**src/rtl/vga_scan_gen_if.sv**
```systemverilog
// Scan-generator bundle: raster coordinates and sync/colour out, renderer draw_pixel back in.
interface vga_scan_gen_if;
    logic       draw_pixel;
    logic [9:0] x;
    logic [8:0] y;
    logic       hsync;
    logic       vsync;
    logic       video_on;
    logic [7:0] rgb;
    logic       frame_start;

    modport master (
        input  draw_pixel,
        output x, y, hsync, vsync, video_on, rgb, frame_start
    );

    modport slave (
        output draw_pixel,
        input  x, y, hsync, vsync, video_on, rgb, frame_start
    );
endinterface

```
**src/rtl/vga_scan_gen.sv**
```systemverilog
// VGA raster scan source: pixel-tick divider, h/v counters, one-tick registered sync/colour stage.
// Define SCAN_BORDER_EN to force FG_COLOR on the outermost visible rows/columns.
module vga_scan_gen #(
    parameter int          CLK_DIV   = 2,
    parameter int          H_VISIBLE = 640,
    parameter int          H_FRONT   = 16,
    parameter int          H_SYNC    = 96,
    parameter int          H_BACK    = 48,
    parameter int          V_VISIBLE = 480,
    parameter int          V_FRONT   = 10,
    parameter int          V_SYNC    = 2,
    parameter int          V_BACK    = 33,
    parameter logic [7:0]  FG_COLOR  = 8'hFF,
    parameter logic [7:0]  BG_COLOR  = 8'h00
) (
    input  logic           clk,
    input  logic           reset,
    vga_scan_gen_if.master bus
);
    localparam int H_TOTAL  = H_VISIBLE + H_FRONT + H_SYNC + H_BACK;
    localparam int V_TOTAL  = V_VISIBLE + V_FRONT + V_SYNC + V_BACK;
    localparam int HS_START = H_VISIBLE + H_FRONT;
    localparam int HS_END   = HS_START + H_SYNC;
    localparam int VS_START = V_VISIBLE + V_FRONT;
    localparam int VS_END   = VS_START + V_SYNC;
    localparam int DIV_W    = (CLK_DIV > 1) ? $clog2(CLK_DIV) : 1;

    logic [DIV_W-1:0] divCnt;
    logic [9:0]       hCnt, vCnt;
    logic             tick, hEnd, vEnd, vis, hsRaw, vsRaw;
    logic [7:0]       pixColor;
    logic             hsyncQ, vsyncQ, videoOnQ, frameStartQ;
    logic [7:0]       rgbQ;

    assign tick  = (divCnt == DIV_W'(CLK_DIV - 1));
    assign hEnd  = (hCnt == 10'(H_TOTAL - 1));
    assign vEnd  = (vCnt == 10'(V_TOTAL - 1));
    assign vis   = (hCnt < 10'(H_VISIBLE)) && (vCnt < 10'(V_VISIBLE));
    assign hsRaw = !((hCnt >= 10'(HS_START)) && (hCnt < 10'(HS_END)));
    assign vsRaw = !((vCnt >= 10'(VS_START)) && (vCnt < 10'(VS_END)));

`ifdef SCAN_BORDER_EN
    logic onBorder;
    assign onBorder = (hCnt == 10'd0) || (hCnt == 10'(H_VISIBLE - 1)) ||
                      (vCnt == 10'd0) || (vCnt == 10'(V_VISIBLE - 1));
    assign pixColor = !vis ? 8'h00 : ((bus.draw_pixel || onBorder) ? FG_COLOR : BG_COLOR);
`else
    // Blanking must be black regardless of what the renderers report.
    assign pixColor = !vis ? 8'h00 : (bus.draw_pixel ? FG_COLOR : BG_COLOR);
`endif

    always_ff @(posedge clk or posedge reset) begin
        if (reset) begin
            divCnt      <= '0;
            hCnt        <= '0;
            vCnt        <= '0;
            frameStartQ <= 1'b0;
        end else begin
            frameStartQ <= tick && hEnd && vEnd;
            if (tick) begin
                divCnt <= '0;
                if (hEnd) begin
                    hCnt <= '0;
                    vCnt <= vEnd ? 10'd0 : vCnt + 10'd1;
                end else begin
                    hCnt <= hCnt + 10'd1;
                end
            end else begin
                divCnt <= divCnt + DIV_W'(1);
            end
        end
    end

    // Sync is registered alongside colour so both lag x/y by exactly one tick.
    always_ff @(posedge clk or posedge reset) begin
        if (reset) begin
            hsyncQ   <= 1'b1;
            vsyncQ   <= 1'b1;
            videoOnQ <= 1'b0;
            rgbQ     <= 8'h00;
        end else if (tick) begin
            hsyncQ   <= hsRaw;
            vsyncQ   <= vsRaw;
            videoOnQ <= vis;
            rgbQ     <= pixColor;
        end
    end

    assign bus.x           = vis ? hCnt : 10'd0;
    assign bus.y           = vis ? vCnt[8:0] : 9'd0;
    assign bus.hsync       = hsyncQ;
    assign bus.vsync       = vsyncQ;
    assign bus.video_on    = videoOnQ;
    assign bus.rgb         = rgbQ;
    assign bus.frame_start = frameStartQ;
endmodule
```
**src/flat_wrapper.sv**
```systemverilog
// flat-port wrapper written by rule: the top's interface ports become plain ports
module vga_scan_gen_flat 
#(
    parameter int          CLK_DIV   = 2,
    parameter int          H_VISIBLE = 640,
    parameter int          H_FRONT   = 16,
    parameter int          H_SYNC    = 96,
    parameter int          H_BACK    = 48,
    parameter int          V_VISIBLE = 480,
    parameter int          V_FRONT   = 10,
    parameter int          V_SYNC    = 2,
    parameter int          V_BACK    = 33,
    parameter logic [7:0]  FG_COLOR  = 8'hFF,
    parameter logic [7:0]  BG_COLOR  = 8'h00
)
  (clk, reset, bus_draw_pixel, bus_x, bus_y, bus_hsync, bus_vsync, bus_video_on, bus_rgb, bus_frame_start);
  vga_scan_gen_if bus_i ();
  input  logic clk;
  input  logic reset;
  input wire logic [$bits(bus_i.draw_pixel)-1:0] bus_draw_pixel;
  output wire logic [$bits(bus_i.x)-1:0] bus_x;
  output wire logic [$bits(bus_i.y)-1:0] bus_y;
  output wire logic [$bits(bus_i.hsync)-1:0] bus_hsync;
  output wire logic [$bits(bus_i.vsync)-1:0] bus_vsync;
  output wire logic [$bits(bus_i.video_on)-1:0] bus_video_on;
  output wire logic [$bits(bus_i.rgb)-1:0] bus_rgb;
  output wire logic [$bits(bus_i.frame_start)-1:0] bus_frame_start;
  assign bus_i.draw_pixel = bus_draw_pixel;
  assign bus_x = bus_i.x;
  assign bus_y = bus_i.y;
  assign bus_hsync = bus_i.hsync;
  assign bus_vsync = bus_i.vsync;
  assign bus_video_on = bus_i.video_on;
  assign bus_rgb = bus_i.rgb;
  assign bus_frame_start = bus_i.frame_start;
  vga_scan_gen #(.CLK_DIV(CLK_DIV), .H_VISIBLE(H_VISIBLE), .H_FRONT(H_FRONT), .H_SYNC(H_SYNC), .H_BACK(H_BACK), .V_VISIBLE(V_VISIBLE), .V_FRONT(V_FRONT), .V_SYNC(V_SYNC), .V_BACK(V_BACK), .FG_COLOR(FG_COLOR), .BG_COLOR(BG_COLOR)) u_core (.clk(clk), .reset(reset), .bus(bus_i));
endmodule
```
**config.mk**
```make
export PLATFORM = sky130hd
export DESIGN_NAME = vga_scan_gen_flat
export DESIGN_NICKNAME = d
export VERILOG_FILES = /design/src/rtl/vga_scan_gen_if.sv /design/src/rtl/vga_scan_gen.sv /design/src/flat_wrapper.sv
export SDC_FILE = /design/constraint.sdc
export NUM_CORES = 1
export LEC_CHECK = 0
export BUFFER_PORTS_ARGS = -buffer_cell sky130_fd_sc_hd__clkbuf_2
export CORE_MARGIN = 3
export CORE_UTILIZATION = 25
export DETAILED_ROUTE_END_ITERATION = 10
export PLACE_DENSITY = 0.44
export SYNTH_ARGS = -nofsm -noshare
export SYNTH_HDL_FRONTEND = slang
export SYNTH_SLANG_ARGS = --single-unit
export TNS_END_PERCENT = 10
```
**constraint.sdc**
```tcl
create_clock -name clk -period 1.8 [get_ports clk]
set_clock_uncertainty 0.1 [all_clocks]
set_input_delay 0.27 -clock clk [delete_from_list [all_inputs] [get_ports clk]]
set_output_delay 0.27 -clock clk [all_outputs]
set_load 0.05 [all_outputs]
```
# Word level (Yosys, flattened, before mapping)

Index checks and enable logic that the tools add are counted.

Add/sub/neg operators: 3
$lt $le $gt $ge: 6
Eq/ne operators: 2
Muxes and demuxes: 7
Reductions and logical operators: 8

Operator list:

| kind                                                                   | count |
|---|---|
| 10-bit 2-to-1 mux                                                      | 3 |
| 10-bit by 1-bit adder with 10-bit output, second input constant        | 2 |
| 10-bit equality test, second input constant                            | 2 |
| 10-bit < comparator, second input constant                             | 2 |
| 10-bit by 9-bit < comparator with 1-bit output, second input constant  | 2 |
| 8-bit 2-to-1 mux                                                       | 2 |
| 10-bit >= comparator, second input constant                            | 1 |
| 10-bit by 9-bit >= comparator with 1-bit output, second input constant | 1 |
| 9-bit 2-to-1 mux                                                       | 1 |
| 1-bit logical AND                                                      | 5 |
| 1-bit logical NOT                                                      | 2 |
| 2-bit AND reduction                                                    | 1 |
| 1-bit adder, second input constant                                     | 1 |
| 1-bit 2-to-1 mux                                                       | 1 |

Flip-flop bits (word level): 33
Output and inout bits: 31
Word-level logic and storage cells: 34

# Logic depth before layout (Yosys ltp)

Gate-level depths: netlist of run 1.

Depth in word-level cells: 3
Mapped depth: 7

# Worst setup path before layout of run 1

Ideal clock, no wire load.

Path type: register to output
Start: reg u_core.hCnt[8]
End: out bus_x[0]
Data arrival time: 1.403 ns
Required time: 1.430 ns
Setup slack: 0.027 ns
Cell stages (with the launch flop): 5
Path through: dfrtp_1 o21ai_0 and3b_1 clkbuf_1 and2_1

Word-level cells in the longest chain between the ends: 3

RTL lines:

| what                     | RTL line           | source |
|---|---|---|
| start: declaration       | vga_scan_gen.sv:29 | `logic [9:0] hCnt, vCnt;` |
| start signal: assignment | vga_scan_gen.sv:66 | `hCnt <= hCnt + 10'd1;` |
| 10-bit < comparator      | vga_scan_gen.sv:38 | `assign vis = (hCnt < 10'(H_VISIBLE)) && (vCnt < 10'(V_VISIBLE));` |
| 1-bit logical AND        | vga_scan_gen.sv:38 |  |
| 10-bit 2-to-1 mux        | vga_scan_gen.sv:89 | `assign bus.x = vis ? hCnt : 10'd0;` |
| end: declaration         | flat_wrapper.sv:21 | `output wire logic [$bits(bus_i.x)-1:0] bus_x;` |

Every way passes these cells.

# Worst setup path after layout of run 1

Start: reg u_core.vCnt[8]
End: out bus_x[8]

Word-level cells in the longest chain between the ends: 3

RTL lines:

| what                                           | RTL line           | source |
|---|---|---|
| start: declaration                             | vga_scan_gen.sv:29 |  |
| start signal: assignment                       | vga_scan_gen.sv:64 | `vCnt <= vEnd ? 10'd0 : vCnt + 10'd1;` |
| 10-bit by 9-bit < comparator with 1-bit output | vga_scan_gen.sv:38 |  |
| 1-bit logical AND                              | vga_scan_gen.sv:38 |  |
| 10-bit 2-to-1 mux                              | vga_scan_gen.sv:89 |  |

Every way passes these cells.

==> flow_metrics.py, run 1 <==
metrics = {
    "run_status": {
        "status": "finished with violations",
        "violations": "setup timing",
    },
    "synthesis": {
        "synth_top_area_share_pct": 40.6,
        "synth_cells": 152,
        "seq_area_frac_synth_pct": 44.2,
        "synth.avg_cell_area_um2": 9.72,
        "synth_edf_count": 0,
        "synth-seq-cells": 26,
        "synth_area_leaders": "dfrtp_1 (41%), and2_1 (8.0%), nand4_1 (4.2%)",
        "ys.flop_type": "dfrtp_1",
        "synth_cell_type_count": 38,
        "ys.warnings.count": 0,
        "async_reset_ff_share_pct": 100,
        "yosysTopAreaCell": "dfrtp_1",
        "synth_nets": 159,
        "syn_area_um2": 1480,
    },
    "final_layout": {
        "seqCellArea_um2": 654,
        "syn_to_final_growth_pct": 54.3,
        "nFillCells": 568,
        "multi_input_area_um2": 798,
        "fin_util_pct": 40.7,
        "layout_commonest_cell": "buf_4",
        "insertedDiodeCount": 0,
        "drive_above_1_share_pct": 45.2,
        "layout.nets": 218,
        "layout_common_cells": "buf_4 (30), dfrtp_1 (23), and2_4 (16)",
    },
    "setup_path": {
        "worst-setup-path-type": "flop to output port",
        "crit_path_top_delay_cell": "dfrtp_1",
        "r2r-start": "u_core.hCnt[7]",
        "critPathArrivalTime_ps": 1560,
        "r2r_cells": 5,
        "critPathMaxFanout": 5,
        "r2r_setup_slack_ps": 20,
        "cp_cell_sequence": "nand4_1 -> and3b_2 -> and2_4 -> buf_12",
        "startpoint_type": "flop",
        "regToRegEndpoint": "u_core.vCnt[9]",
        "cp.required_ps": 1430,
        "crit_path_end_kind": "output port",
        "critPathMaxStageDelay_ps": 390,
    },
    "power": {
        "p_per_area_nw_per_um2": 499,
        "ir_drop_mv": 0.250,
        "power.leakage_nw": 1.06,
        "power_mw": 1.14,
    },
    "detailed_routing": {
        "drtIter0Drc": 73,
        "viasPerCell": 4.77,
        "num_vias": 1346,
        "drtPass1Iterations": 4,
        "drt.antenna.violating_nets": 0,
        "wl_um": 4110,
        "drc": 0,
        "wire_per_inst_um": 14.6,
    },
    "die": {
        "core_area_um2": 5610,
        "die_area_um2": 6870,
        "rows": 27,
        "dieHeight_um": 82.9,
        "io_pins": 34,
        "initial_core_util_pct": 26.3,
        "die_w_um": 82.9,
    },
    "worst_hold_path": {
        "hold_class": "primary input to flop",
        "hold_end": "u_core.bus.rgb[6]",
        "hp-start": "bus_draw_pixel",
        "worstHoldPathCells": 3,
    },
    "clock_tree": {
        "cts_tree": "done",
        "clk_path_buf_depth": 2,
        "cts_made_buffers": 3,
        "cts.sinks": 26,
        "path_clk_slew_ps": 100,
        "clock_latency_ps": 270,
        "cts_root_buffer": "clkbuf_8",
        "h-tree-depth": 1,
    },
    "sta": {
        "maxSlewViolCount": 0,
        "fin_crit_ps": 1930,
        "setup_violations": 19,
        "whs_ps": 122,
        "worstMarginPinSlew_ps": 349,
        "finalHoldViolCount": 0,
        "min_period_over_period_pct": 107,
        "worst_slack_ps": -126,
        "clock.fmax_mhz": 519,
        "grt_setup_unrepaired": "true",
        "slew_headroom_pct": 76.7,
    },
    "job": {
        "drv_cap": 0,
    },
    "global_routing": {
        "grt_max_degree": 27,
        "grt_pass1_wl_um": 7090,
        "antenna_found_initial": 0,
        "grt.total_usage_pct": 12.3,
        "grt-ovfl-total": 0,
        "grt_pass1_vias": 1463,
    },
    "placement": {
        "gp_congestion": 0.783,
        "portBuffers": 33,
        "dp_hpwl_um": 2900,
    },
}
## sequential cells by signal (all words and copies together), names as in the netlist
name and count:
u_core.vCnt 10, u_core.bus.video_on 1, u_core.bus.frame_start 1, u_core.divCnt 1, u_core.bus.vsync 1, u_core.bus.hsync 1
u_core.hCnt 10, u_core.bus.rgb 1
## metal layers
metal | up-vias | global-route usage, % | share of wire (%)
li1 | 638 | - | -
met1 | 650 | 16.3 | 45
met2 | 48 | 20.3 | 47
met3 | 10 | 2.68 | 6.9
met4 | 0 | 3.27 | 1.8
met5 | - | 0 | 0
## cells in the mapped netlist (4+ instances only)
master	instances
nand4_1	10
and2_1	19
nand3_1	7
xnor2_1	7
nand2_1	6
and3_1	5
xor2_1	6
nor2_1	9
ha_1	4
buf_4	8
dfrtp_1	24
inv_1	8
## where the power goes
| part | switching, mW | internal (mW) | total, mW |
|---|---|---|---|
| registers | 0.00216 | 0.585 | 0.587 |
| logic | 0.0496 | 0.0111 | 0.0607 |
| clock network | 0.191 | 0.298 | 0.489 |
| total | 0.243 | 0.894 | 1.14 |
## worst max-delay path by stage
stage	start	endpoint	slack [ps]	cells past startpoint
floorplan	u_core.hCnt[8]	bus_x[0]	30	4
global placement	u_core.hCnt[8]	bus_y[4]	-90	4
detailed placement	u_core.hCnt[8]	bus_y[3]	-170	4
CTS	u_core.vCnt[8]	bus_y[7]	-150	4
global route	u_core.vCnt[8]	bus_y[7]	-200	4
finish	u_core.vCnt[8]	bus_x[8]	-130	4
## cells by family after synthesis
kind of cell	Yosys count	synth area share (%)
multiplexers	3	2.12
AO/OA/AOI/OAI	13	5.33
flip-flops	26	44.2
adder cells (fa/ha/maj)	4	3.39
AND/OR/NAND/NOR	72	29.7
buffers and inverters	21	7.54
XOR/XNOR	13	7.71
## worst max-delay path: cells and delay by family (launching register included)
family	cells	cell delay, ps
flip-flops	1	390
AND/OR/NAND/NOR	3	740
buffers and inverters	1	140
## timing repair
item,4_1_cts,5_1_grt
resized for setup,32,23
setup endpoints to repair,22,28
endpoints found under the hold margin,24,0
gates cloned,3,0
buffers inserted,1,1
pin swaps,8,8
hold buffers,1,0
## metrics by stage
step	TNS (ps)	worst slack [ps]	cells	instance area, um2
CTS	-2220	-150	281	2220
floorplan	0	27.3	152	1480
finish	-1980	-126	282	2280
global placement	-906	-85.3	272	2000
detailed placement	-2510	-172	272	2000
global route	-3490	-199	282	2280
## layout make-up
type / count / share of cell area (%)
Multi-Input combinational cell: 108 / 35.0
Inverter: 8 / 1.32
Sequential cell: 26 / 28.7
Tap cell: 72 / 3.95
Timing Repair Buffer: 64 / 27.9
Clock inverter: 1 / 1.32
Clock buffer: 3 / 1.81
(Power assumes the default switching activity.)
==> run 2: changes to the inputs <==
--- a/config.mk
+++ b/config.mk
@@ -8,8 +8,10 @@
 export BUFFER_PORTS_ARGS = -buffer_cell sky130_fd_sc_hd__clkbuf_2
 export CORE_MARGIN = 3
 export CORE_UTILIZATION = 25
+export CTS_CLUSTER_DIAMETER = 50
 export DETAILED_ROUTE_END_ITERATION = 10
 export PLACE_DENSITY = 0.44
+export RECOVER_POWER = 100
 export SYNTH_ARGS = -nofsm -noshare
 export SYNTH_HDL_FRONTEND = slang
 export SYNTH_SLANG_ARGS = --single-unit
==> run 2 against run 1 <==
The run still ends with setup timing left. Cell count unchanged. Global-route usage stayed put. Flip-flop and latch count unchanged. Cell area shrank 1.9%. Critical path type unchanged.
==> flow_metrics.py, run 2 (same netlist as run 1, synthesis figures left out) <==
metrics = {
    "run_status": {
        "status": "finished with violations",
        "violations": "setup timing",
    },
    "detailed_routing": {
        "wl_um": 4130,
        "num_vias": 1343,
        "drtIter0Drc": 82,
        "drt.antenna.violating_nets": 0,
        "drtPass1Iterations": 4,
        "wire_per_inst_um": 14.7,
        "drc": 0,
        "viasPerCell": 4.76,
    },
    "global_routing": {
        "grt_pass1_wl_um": 7090,
        "grt.total_usage_pct": 12.3,
        "antenna_found_initial": 0,
        "grt_max_degree": 27,
        "grt_pass1_vias": 1463,
        "grt-ovfl-total": 0,
    },
    "sta": {
        "min_period_over_period_pct": 108,
        "worstMarginPinSlew_ps": 693,
        "maxSlewViolCount": 0,
        "finalHoldViolCount": 0,
        "slew_headroom_pct": 53.8,
        "grt_setup_unrepaired": "true",
        "fin_crit_ps": 1940,
        "clock.fmax_mhz": 514,
        "worst_slack_ps": -144,
        "setup_violations": 20,
        "whs_ps": 133,
    },
    "final_layout": {
        "layout.nets": 218,
        "insertedDiodeCount": 0,
        "fin_area_um2": 2240,
        "syn_to_final_growth_pct": 51.3,
        "layout_common_cells": "dfrtp_1 (23), buf_4 (22), and2_4 (16)",
        "top_regs": "u_core.hCnt: 10 flops, u_core.vCnt: 10 flops",
        "drive_above_1_share_pct": 37.6,
        "layout_commonest_cell": "dfrtp_1",
    },
    "placement": {
        "dp_hpwl_um": 2900,
        "gp_congestion": 0.783,
        "portBuffers": 33,
        "placed_area_um2": 2000,
        "post-place-ws_ps": -172,
    },
    "setup_path": {
        "crit_path_end_kind": "output port",
        "r2r_setup_slack_ps": 0,
        "critPathArrivalTime_ps": 1570,
        "cp_top_family": "simple AND/OR/NAND/NOR gates",
        "worst-setup-path-type": "flop to output port",
        "critPathMaxStageDelay_ps": 400,
        "critPathLaunch": "u_core.vCnt[8]",
        "critPathMaxFanout": 6,
        "r2r_cells": 7,
        "path_buf_inv": 1,
        "startpoint_type": "flop",
        "r2r-start": "u_core.hCnt[7]",
        "regToRegEndpoint": "u_core.vCnt[1]",
        "cp.required_ps": 1430,
        "crit_path_top_delay_cell": "dfrtp_1",
        "cp_cell_sequence": "nand4_1 -> and3b_2 -> and2_4 -> buf_8",
    },
    "clock_tree": {
        "cts_made_buffers": 3,
        "cts_tree": "done",
        "cts_root_buffer": "clkbuf_8",
        "clk_path_buf_depth": 2,
        "cts.sinks": 26,
        "path_clk_slew_ps": 100,
        "h-tree-depth": 1,
        "clock_latency_ps": 270,
    },
    "die": {
        "io_pins": 34,
        "dieHeight_um": 82.9,
        "die_area_um2": 6870,
        "die_w_um": 82.9,
        "initial_core_util_pct": 26.3,
        "core_area_um2": 5610,
        "rows": 27,
    },
    "job": {
        "drv_cap": 0,
    },
    "power": {
        "power.leakage_nw": 1.02,
        "p_per_area_nw_per_um2": 507,
        "ir_drop_mv": 0.249,
    },
    "worst_hold_path": {
        "worstHoldPathCells": 3,
        "hold_class": "primary input to flop",
        "hp-start": "bus_draw_pixel",
        "hold_end": "u_core.bus.rgb[6]",
    },
}
run 2: layout make-up:
type                    count  area [um2]
fillers                   581        3370
multi-input cells         108         793
flip-flops and latches     26         654
repair buffers             64         597
well taps                  72        90.1
clock buffers               3        41.3
clock inverters             1        30.0
inverters                   8        30.0
run 2: metrics by stage:
step | total power [mW] | TNS [ps] | std cells | utilization [%]
6_report | 1.13 | -2320 | 282 | 39.9
5_1_grt | 1.18 | -3900 | 282 | 39.9
4_1_cts | 1.17 | -2220 | 281 | 39.6
3_5_place_dp | 0.660 | -2510 | 272 | 35.6
3_3_place_gp | 0.660 | -906 | 272 | 35.6
2_1_floorplan | 0.654 | 0 | 152 | -
run 2: repair_timing:
item	in CTS	in global routing
pin swaps	8	8
cloned	3	0
resized for setup	32	23
hold buffers	1	0
setup buffers	1	1
endpoints found under the setup margin	22	28
hold endpoints to repair	24	0
run 2: power breakdown:
part / leakage (nW) / internal (mW) / switching [mW]
Clock: 0.0357 / 0.298 / 0.191
Sequential: 0.333 / 0.585 / 0.00209
Combinational: 0.652 / 0.00794 / 0.0500
Total: 1.02 / 0.891 / 0.243
run 2: layer usage:
layer / wire length (um) / up-vias / track usage (%)
met3: 234 / 10 / 2.68
met5: 0 / - / 0
met4: 76 / 0 / 3.27
met2: 1930 / 39 / 20.3
met1: 1890 / 654 / 16.3
li1: - / 640 / -
run 2: worst max-delay path by stage:
stage / to / slack (ps) / cells after the start
2_1_floorplan: bus_x[0] / 30 / 4
3_3_place_gp: bus_y[4] / -90 / 4
3_5_place_dp: bus_y[3] / -170 / 4
4_1_cts: bus_y[7] / -150 / 4
5_1_grt: bus_y[7] / -200 / 4
6_report: bus_y[7] / -140 / 4
run 2: worst reg2reg max path, stage by stage, from the launching register on:
cell and delay (ps):
dfrtp_1 400, buf_4 160, and4bb_4 330, buf_4 140
and3_1 290, buf_4 170, nand3_1 70, o21ai_1 80
